### src/rtl/hazard_unit_mc.sv
// Hazard unit for a 5-stage pipeline with one non-pipelined long-latency unit beside E.
// Define HAZARD_LONGOP_EN to build the long-op scoreboard; without it only M/W forwarding, load-use and branch flush remain.
module hazard_unit_mc #(
    parameter int REG_AW   = 5,
    parameter int LONG_LAT = 4
) (
    input  logic              clk,
    input  logic              rst,
    input  logic              RegWriteM,
    input  logic              RegWriteW,
    input  logic [REG_AW-1:0] RdM,
    input  logic [REG_AW-1:0] RdW,
    input  logic [REG_AW-1:0] RdE,
    input  logic [REG_AW-1:0] RdD,
    input  logic [REG_AW-1:0] Rs1E,
    input  logic [REG_AW-1:0] Rs2E,
    input  logic [REG_AW-1:0] Rs1D,
    input  logic [REG_AW-1:0] Rs2D,
    input  logic              RegWriteE,
    input  logic              RegWriteD,
    input  logic              ResultSrcE0,
    input  logic              LongOpE,
    input  logic              LongOpD,
    input  logic              PCSrcE,
    input  logic              CacheStall,
    output logic [1:0]        ForwardAE,
    output logic [1:0]        ForwardBE,
    output logic              StallF,
    output logic              StallD,
    output logic              FlushD,
    output logic              FlushE,
    output logic              LongBusy,
    output logic              LongWbEn,
    output logic [REG_AW-1:0] LongWbRd
);

    logic              long_busy_st;
    logic              long_done_st;
    logic [REG_AW-1:0] wb_rd;
    logic              long_use;
    logic              long_raw;
    logic              long_struct;
    logic              lw_stall;
    logic              hz;
    logic [1:0]        fwd_a;
    logic [1:0]        fwd_b;

`ifdef HAZARD_LONGOP_EN
    typedef enum logic [1:0] {
        IDLE = 2'd0,
        BUSY = 2'd1,
        DONE = 2'd2
    } state_t;

    localparam logic [3:0] CNT_INIT = 4'(LONG_LAT - 1);

    state_t            state;
    state_t            state_next;
    logic [3:0]        cnt;
    logic [3:0]        cnt_next;
    logic [REG_AW-1:0] wb_rd_next;
    logic              issue;

    assign issue = LongOpE & RegWriteE & (state == IDLE);

    always_ff @(posedge clk or negedge rst) begin
        if (!rst) begin
            state <= IDLE;
            cnt   <= '0;
            wb_rd <= '0;
        end else begin
            state <= state_next;
            cnt   <= cnt_next;
            wb_rd <= wb_rd_next;
        end
    end

    // DONE never accepts an issue: the D-stage structural stall keeps a second long op out of E.
    always_comb begin
        state_next = state;
        cnt_next   = cnt;
        wb_rd_next = wb_rd;
        case (state)
            IDLE: begin
                if (issue) begin
                    state_next = BUSY;
                    cnt_next   = CNT_INIT;
                    wb_rd_next = RdE;
                end
            end
            BUSY: begin
                cnt_next = cnt - 4'd1;
                if (cnt == 4'd1) state_next = DONE;
            end
            DONE:    state_next = IDLE;
            default: state_next = IDLE;
        endcase
    end

    assign long_busy_st = (state == BUSY);
    assign long_done_st = (state == DONE);

    assign long_use    = LongOpE & (RdE != '0) & ((Rs1D == RdE) | (Rs2D == RdE));
    // The RdD term blocks a younger write to the same register (WAW).
    assign long_raw    = long_busy_st & (wb_rd != '0) &
                         ((Rs1D == wb_rd) | (Rs2D == wb_rd) | (RegWriteD & (RdD == wb_rd)));
    assign long_struct = LongOpD & (long_busy_st | LongOpE);

    assign LongBusy = (state != IDLE);
    assign LongWbEn = rst & long_done_st;
    assign LongWbRd = wb_rd;
`else
    logic unused_long;

    assign unused_long  = ^{clk, LongOpE, LongOpD, RegWriteE, RegWriteD, RdD};
    assign long_busy_st = 1'b0;
    assign long_done_st = 1'b0;
    assign wb_rd        = '0;
    assign long_use     = 1'b0;
    assign long_raw     = 1'b0;
    assign long_struct  = 1'b0;
    assign LongBusy     = 1'b0;
    assign LongWbEn     = 1'b0;
    assign LongWbRd     = '0;
`endif

    function automatic logic [1:0] fwd_sel(
        input logic [REG_AW-1:0] src,
        input logic              wr_m,
        input logic [REG_AW-1:0] rd_m,
        input logic              wr_w,
        input logic [REG_AW-1:0] rd_w,
        input logic              done,
        input logic [REG_AW-1:0] rd_long
    );
        logic [1:0] sel;
        sel = 2'b00;
        if (wr_m && (rd_m != '0) && (rd_m == src))
            sel = 2'b10;
        else if (wr_w && (rd_w != '0) && (rd_w == src))
            sel = 2'b01;
        else if (done && (rd_long != '0) && (rd_long == src))
            sel = 2'b11;
        return sel;
    endfunction

    assign fwd_a = fwd_sel(Rs1E, RegWriteM, RdM, RegWriteW, RdW, long_done_st, wb_rd);
    assign fwd_b = fwd_sel(Rs2E, RegWriteM, RdM, RegWriteW, RdW, long_done_st, wb_rd);

    assign lw_stall = ResultSrcE0 & (RdE != '0) & ((Rs1D == RdE) | (Rs2D == RdE));
    assign hz       = lw_stall | long_use | long_raw | long_struct;

    // Every combinational output is forced low while reset is held.
    assign ForwardAE = rst ? fwd_a : 2'b00;
    assign ForwardBE = rst ? fwd_b : 2'b00;
    assign StallD    = rst & hz;
    assign StallF    = rst & (hz | CacheStall);
    assign FlushE    = rst & (hz | PCSrcE);
    assign FlushD    = rst & PCSrcE;

endmodule
### config.mk
export PLATFORM = sky130hd
export DESIGN_NAME = hazard_unit_mc
export DESIGN_NICKNAME = d
export VERILOG_FILES = /design/src/rtl/hazard_unit_mc.sv
export SDC_FILE = /design/constraint.sdc
export NUM_CORES = 1
export LEC_CHECK = 0
export ABC_AREA = 1
export BUFFER_PORTS_ARGS = -buffer_cell sky130_fd_sc_hd__buf_2
export CAP_MARGIN = 20
export CORE_MARGIN = 2
export CORE_UTILIZATION = 38
export DETAILED_ROUTE_END_ITERATION = 6
export GPL_ROUTABILITY_DRIVEN = 1
export PLACE_DENSITY_LB_ADDON = 0.15
export SYNTH_ARGS = -nofsm -noshare
export SYNTH_HDL_FRONTEND = slang
export SYNTH_SLANG_ARGS = --single-unit
export TNS_END_PERCENT = 10
### constraint.sdc
create_clock -name vclk -period 0.8
set_input_delay 0.08 -clock vclk [all_inputs]
set_output_delay 0.08 -clock vclk [all_outputs]
set_load 0.005 [all_outputs]
==> flow_summary.yaml, run 1 <==
outcome:
  status: "finished, violations left"
  failed_checks: "setup timing"
setup_path:
  cp_max_fo: 3
  worstSetupPathType: "input port to output pin"
  path_buf_inv: 2
  cp_slowest_cell: "nor2_2"
  max_stage_delay_ps: 130
  critPathArrivalTime_ps: 870
  path_depth: 9
  setup.worst_path.end_class: "output pin"
  cp_top_family: "simple AND/OR/NAND/NOR gates"
  cpMostUsedCell: "nor2_2"
  cp.required_ps: 720
  worstSetupStartpointType: "input port"
  path_cells: "buf_6 > nor2_2 > nor2_2 > nor2_2 > nand3_1 > nand2_1 > nand2_2 > nand2_1 > buf_2"
place:
  place_ws_ps: -144
  dp_hpwl_um: 1580
  io_buffers: 49
  placed_cell_area_um2: 915
  place_congestion: 0.824
timing:
  fin_crit_sh_pct: 119
  fmax_ghz: 1.05
  hold_viol: 0
  fin_ws_ps: -149
  rsz0062_at_grt: "true"
  final_max_slew_viol_count: 0
  hold_ws_ps: 430
  setup_viol: 7
  min_period_ps: 949
cells_and_area:
  fillCellCount: 144
  n_clock_buffer: 0
  final_nets: 244
  antenna_cells: 0
  stdcell_area_um2: 1220
  layout.area.seq_um2: 0
  design.seq.count: 0
  multi_input_area_um2: 676
  drive_gt1_share_pct: 45.5
  areaGrowthSynthToFinish_pct: 83.4
floorplanning:
  die_y_um: 45.8
  core_um2: 1690
  placementRows: 15
  initial_core_util_pct: 39.3
  dieArea_um2: 2100
  ios: 66
  fp.dieW_um: 45.8
global_route:
  grtUsageTotal_pct: 19.5
  grt_max_degree: 6
  gr-total-overflow: 0
  grt_pass1_vias: 787
  grt_pass1_wl_um: 3100
  grt_antenna_before_repair: 0
detailed_routing:
  drc: 0
  viasPerCell: 4.61
  drt-wirelength-per-cell_um: 11.2
  num_vias: 959
  drt_pass1_iterations: 4
  dr.first_iter.drc_count: 26
  routed_wl_um: 2330
  antenna_left: 0
synth:
  yosysSeqAreaShare_pct: 0
  ys_top_cells_by_count: "nand2_1 (51), inv_1 (28), nor2_1 (19), xnor2_1 (12), nand3_1 (9)"
  synth_cell_type_count: 16
  yosys_warnings: 0
  synthCells: 141
  synth_top_cell_area_share_pct: 28.9
  syn_avg_cell_area_um2: 4.70
  yosys.area.top_type: "nand2_1"
  synth.most_common_cell: "nand2_1"
  ys_top_cells_by_area: "nand2_1 (29%), inv_1 (16%), xnor2_1 (16%)"
  syn-cell-area_um2: 663
hold_path:
  holdPathStages: 4
  min_path_type: "input port to output pin"
  worstHoldStart: "CacheStall"
  min_to: "StallF"
job:
  max_cap_violations: 0
power_and_ir_drop:
  p_total_mw: 0.620
  cellPowerDensity_nw_per_um2: 510
  ir_worst_vdd_mv: 0.264
  p_leak_nw: 0.743
clock_network:
  postCtsHoldBufs: 0
cells by family after synthesis:
| group | after synthesis | share of synthesized area [%] |
|---|---|---|
| AOI/OAI and AO/OA | 4 | 3.40 |
| xor gates and xnor gates | 13 | 17.2 |
| buffers and inverters | 37 | 24.9 |
| other | 1 | 0.565 |
| and+or+nand+nor | 86 | 54.0 |
report_power, final:
part | internal (mW) | switching (mW) | total (mW)
clock | 0 | 0 | 0
combinational | 0.325 | 0.295 | 0.620
sequential | 0 | 0 | 0
total | 0.325 | 0.295 | 0.620
repair_timing:
action	4_1_cts	5_1_grt
endpoints found under the setup margin	7	7
hold endpoints to repair	0	0
resized for setup	39	35
buffers inserted	0	0
pin swaps	34	25
final cells by class:
type	count	area share, %
multi-input cells	110	55.6
well taps	17	1.75
inverters	30	9.26
repair buffers	51	33.4
cell usage in the layout, fill, tap and decap left out, types with 3 or more instances in the layout:
| cell | n |
|---|---|
| buf_8 | 4 |
| nor2_1 | 13 |
| conb_1 | 7 |
| buf_2 | 25 |
| nor2_2 | 5 |
| nor3_2 | 4 |
| xnor2_4 | 3 |
| nand2_1 | 46 |
| xnor2_2 | 5 |
| inv_1 | 22 |
| nand3_2 | 3 |
| buf_6 | 15 |
| xnor2_1 | 4 |
| nand2_2 | 6 |
| inv_2 | 8 |
| nand3_1 | 6 |
| buf_4 | 7 |
how the worst max path moves through the flow:
stage	start	end
2_1_floorplan	RdW[1]	ForwardAE[0]
3_3_place_gp	RdW[4]	ForwardAE[0]
3_5_place_dp	RdW[3]	ForwardBE[0]
4_1_cts	RdE[0]	StallF
5_1_grt	RdE[0]	FlushE
6_report	Rs2D[0]	StallF
layer usage:
metal,vias to the layer above,track usage (%),routed length (µm)
met5,-,0,0
met4,0,1.71,28
met3,4,0,144
met2,40,38.6,1310
met1,412,24.0,851
li1,503,-,-
metrics by stage:
stage / util (%) / cells / setup TNS [ps]
global placement: 54.1 / 208 / -736
finish: 72.0 / 208 / -897
floorplan: - / 147 / 0
detailed placement: 54.1 / 208 / -826
global route: 72.0 / 208 / -1340
CTS: 63.9 / 208 / -571
Note: power is estimated with default switching activity, not from simulation.
==> inputs of run 2 (changes only) <==
--- a/config.mk
+++ b/config.mk
@@ -12,7 +12,7 @@
 export CORE_UTILIZATION = 38
 export DETAILED_ROUTE_END_ITERATION = 6
 export GPL_ROUTABILITY_DRIVEN = 1
-export PLACE_DENSITY_LB_ADDON = 0.15
+export PLACE_DENSITY = 0.83
 export SYNTH_ARGS = -nofsm -noshare
 export SYNTH_HDL_FRONTEND = slang
 export SYNTH_SLANG_ARGS = --single-unit
==> constraint.sdc (replaced) <==
create_clock -name vclk -period 1
set_input_delay 0.1 -clock vclk [all_inputs]
set_output_delay 0.1 -clock vclk [all_outputs]
set_load 0.005 [all_outputs]
==> run 2 against run 1 <==
  * The run now ends clean
  * Wire length shrank 20%
  * Global-route usage shrank 4.5 points
  * Cell count shrank 0.96%
  * Non-clock buffer count down 2
  * Via count is 1.4% lower
  * Total power is 33% lower
  * Die area stayed put
==> flow_summary.yaml, run 2 (synthesized netlist as in run 1, its figures left out) <==
detailed_routing:
  dr.first_iter.drc_count: 12
  routed_wl_um: 1870
  viasPerCell: 4.59
  drt-wirelength-per-cell_um: 9.07
  antenna_left: 0
  drt_pass1_iterations: 4
  drc: 0
  num_vias: 946
hold_path:
  min_to: "StallF"
  holdPathStages: 4
  worstHoldStart: "CacheStall"
  min_path_type: "input port to output pin"
global_route:
  gr-total-overflow: 0
  grt_antenna_before_repair: 0
  grt_pass1_vias: 714
  grtUsageTotal_pct: 15.0
  grt_max_degree: 7
  grt_pass1_wl_um: 2470
timing:
  hold_viol: 0
  fin_ws_ps: 36.7
  rsz0062_at_grt: "true"
  setup_viol: 0
  min_period_ps: 963
  fin_crit_sh_pct: 96.3
  fmax_ghz: 1.04
  final_max_slew_viol_count: 0
place:
  io_buffers: 49
  place_ws_ps: 43.2
  place_congestion: 0.852
  dp_hpwl_um: 1450
setup_path:
  cp_slowest_cell: "nor3_1"
  path_cells: "buf_2 > xnor2_1 > nand2_1 > nor3_1 > nor2_1 > buf_2"
  path_buf_inv: 2
  cp.required_ps: 900
  max_stage_delay_ps: 190
  cpMostUsedCell: "buf_2"
  cp_max_fo: 3
  critPathArrivalTime_ps: 860
  worstSetupPathType: "input port to output pin"
  worstSetupStartpointType: "input port"
  setup.worst_path.end_class: "output pin"
  cp_top_family: "simple AND/OR/NAND/NOR gates"
clock_network:
  postCtsSetupBuffers: 0
  postCtsHoldBufs: 0
cells_and_area:
  layout.area.seq_um2: 0
  antenna_cells: 0
  final_cell_mix: "nand2_1 (46), buf_2 (33), inv_1 (20)"
  n_clock_buffer: 0
  final_nets: 242
  drive_gt1_share_pct: 39.2
  final_common_cell: "nand2_1"
  areaGrowthSynthToFinish_pct: 61.5
  design.seq.count: 0
floorplanning:
  initial_core_util_pct: 39.3
  die_y_um: 45.8
  dieArea_um2: 2100
  ios: 66
  core_um2: 1690
  fp.dieW_um: 45.8
  placementRows: 15
power_and_ir_drop:
  cellPowerDensity_nw_per_um2: 385
  p_total_mw: 0.413
  ir_worst_vdd_mv: 0.206
  p_leak_nw: 0.690
outcome:
  status: "finished clean"
job:
  max_cap_violations: 0
-- run 2: how the worst max path moves through the flow --
stage	start	to	slack (ps)	cells after the start
2_1_floorplan	RdW[1]	ForwardAE[0]	320	6
3_3_place_gp	RdM[4]	ForwardAE[1]	50	7
3_5_place_dp	Rs1E[0]	ForwardAE[1]	40	7
4_1_cts	Rs1E[0]	ForwardAE[1]	40	7
5_1_grt	Rs1E[4]	ForwardAE[0]	-30	8
6_report	RdM[1]	ForwardAE[0]	40	6
-- run 2: worst min-delay path: stages --
cell     delay, ps
buf_2           70
nand2_1         40
nand2_1         50
buf_2          100
-- run 2: cell type report --
cell class	count	area (µm²)
multi-input combinational	110	589
tap	17	21.3
fill	159	618
inverter	30	115
timing repair buffer	49	345
-- run 2: routing by layer --
layer | global-route usage (%) | routed length [µm] | vias up
met5 | 0 | 0 | -
met4 | 1.14 | 21 | 0
met3 | 0.397 | 118 | 2
met2 | 28.7 | 987 | 38
met1 | 19.1 | 741 | 406
li1 | - | - | 500
-- run 2: per-stage QoR --
step                      hold slack (ps)  instance area, µm²  util, %  setup TNS, ps  cells
after floorplan                       289                 686        -              0    147
after global placement                460                 900     53.3              0    206
after detailed placement              462                 900     53.3              0    206
after CTS                             464                 900     53.3              0    206
after global routing                  490                1070     63.4          -79.3    206
final                                 462                1070     63.4              0    206
-- run 2: power by group --
group / internal (mW) / total, mW / switching [mW] / leakage [nW]
clock network: 0 / 0 / 0 / 0
registers: 0 / 0 / 0 / 0
logic: 0.214 / 0.413 / 0.198 / 0.690
total: 0.214 / 0.413 / 0.198 / 0.690
-- run 2: what timing repair did --
item,4_1_cts,5_1_grt
gates resized for setup,0,51
endpoints found under the hold margin,0,0
endpoints found under the setup margin,0,7
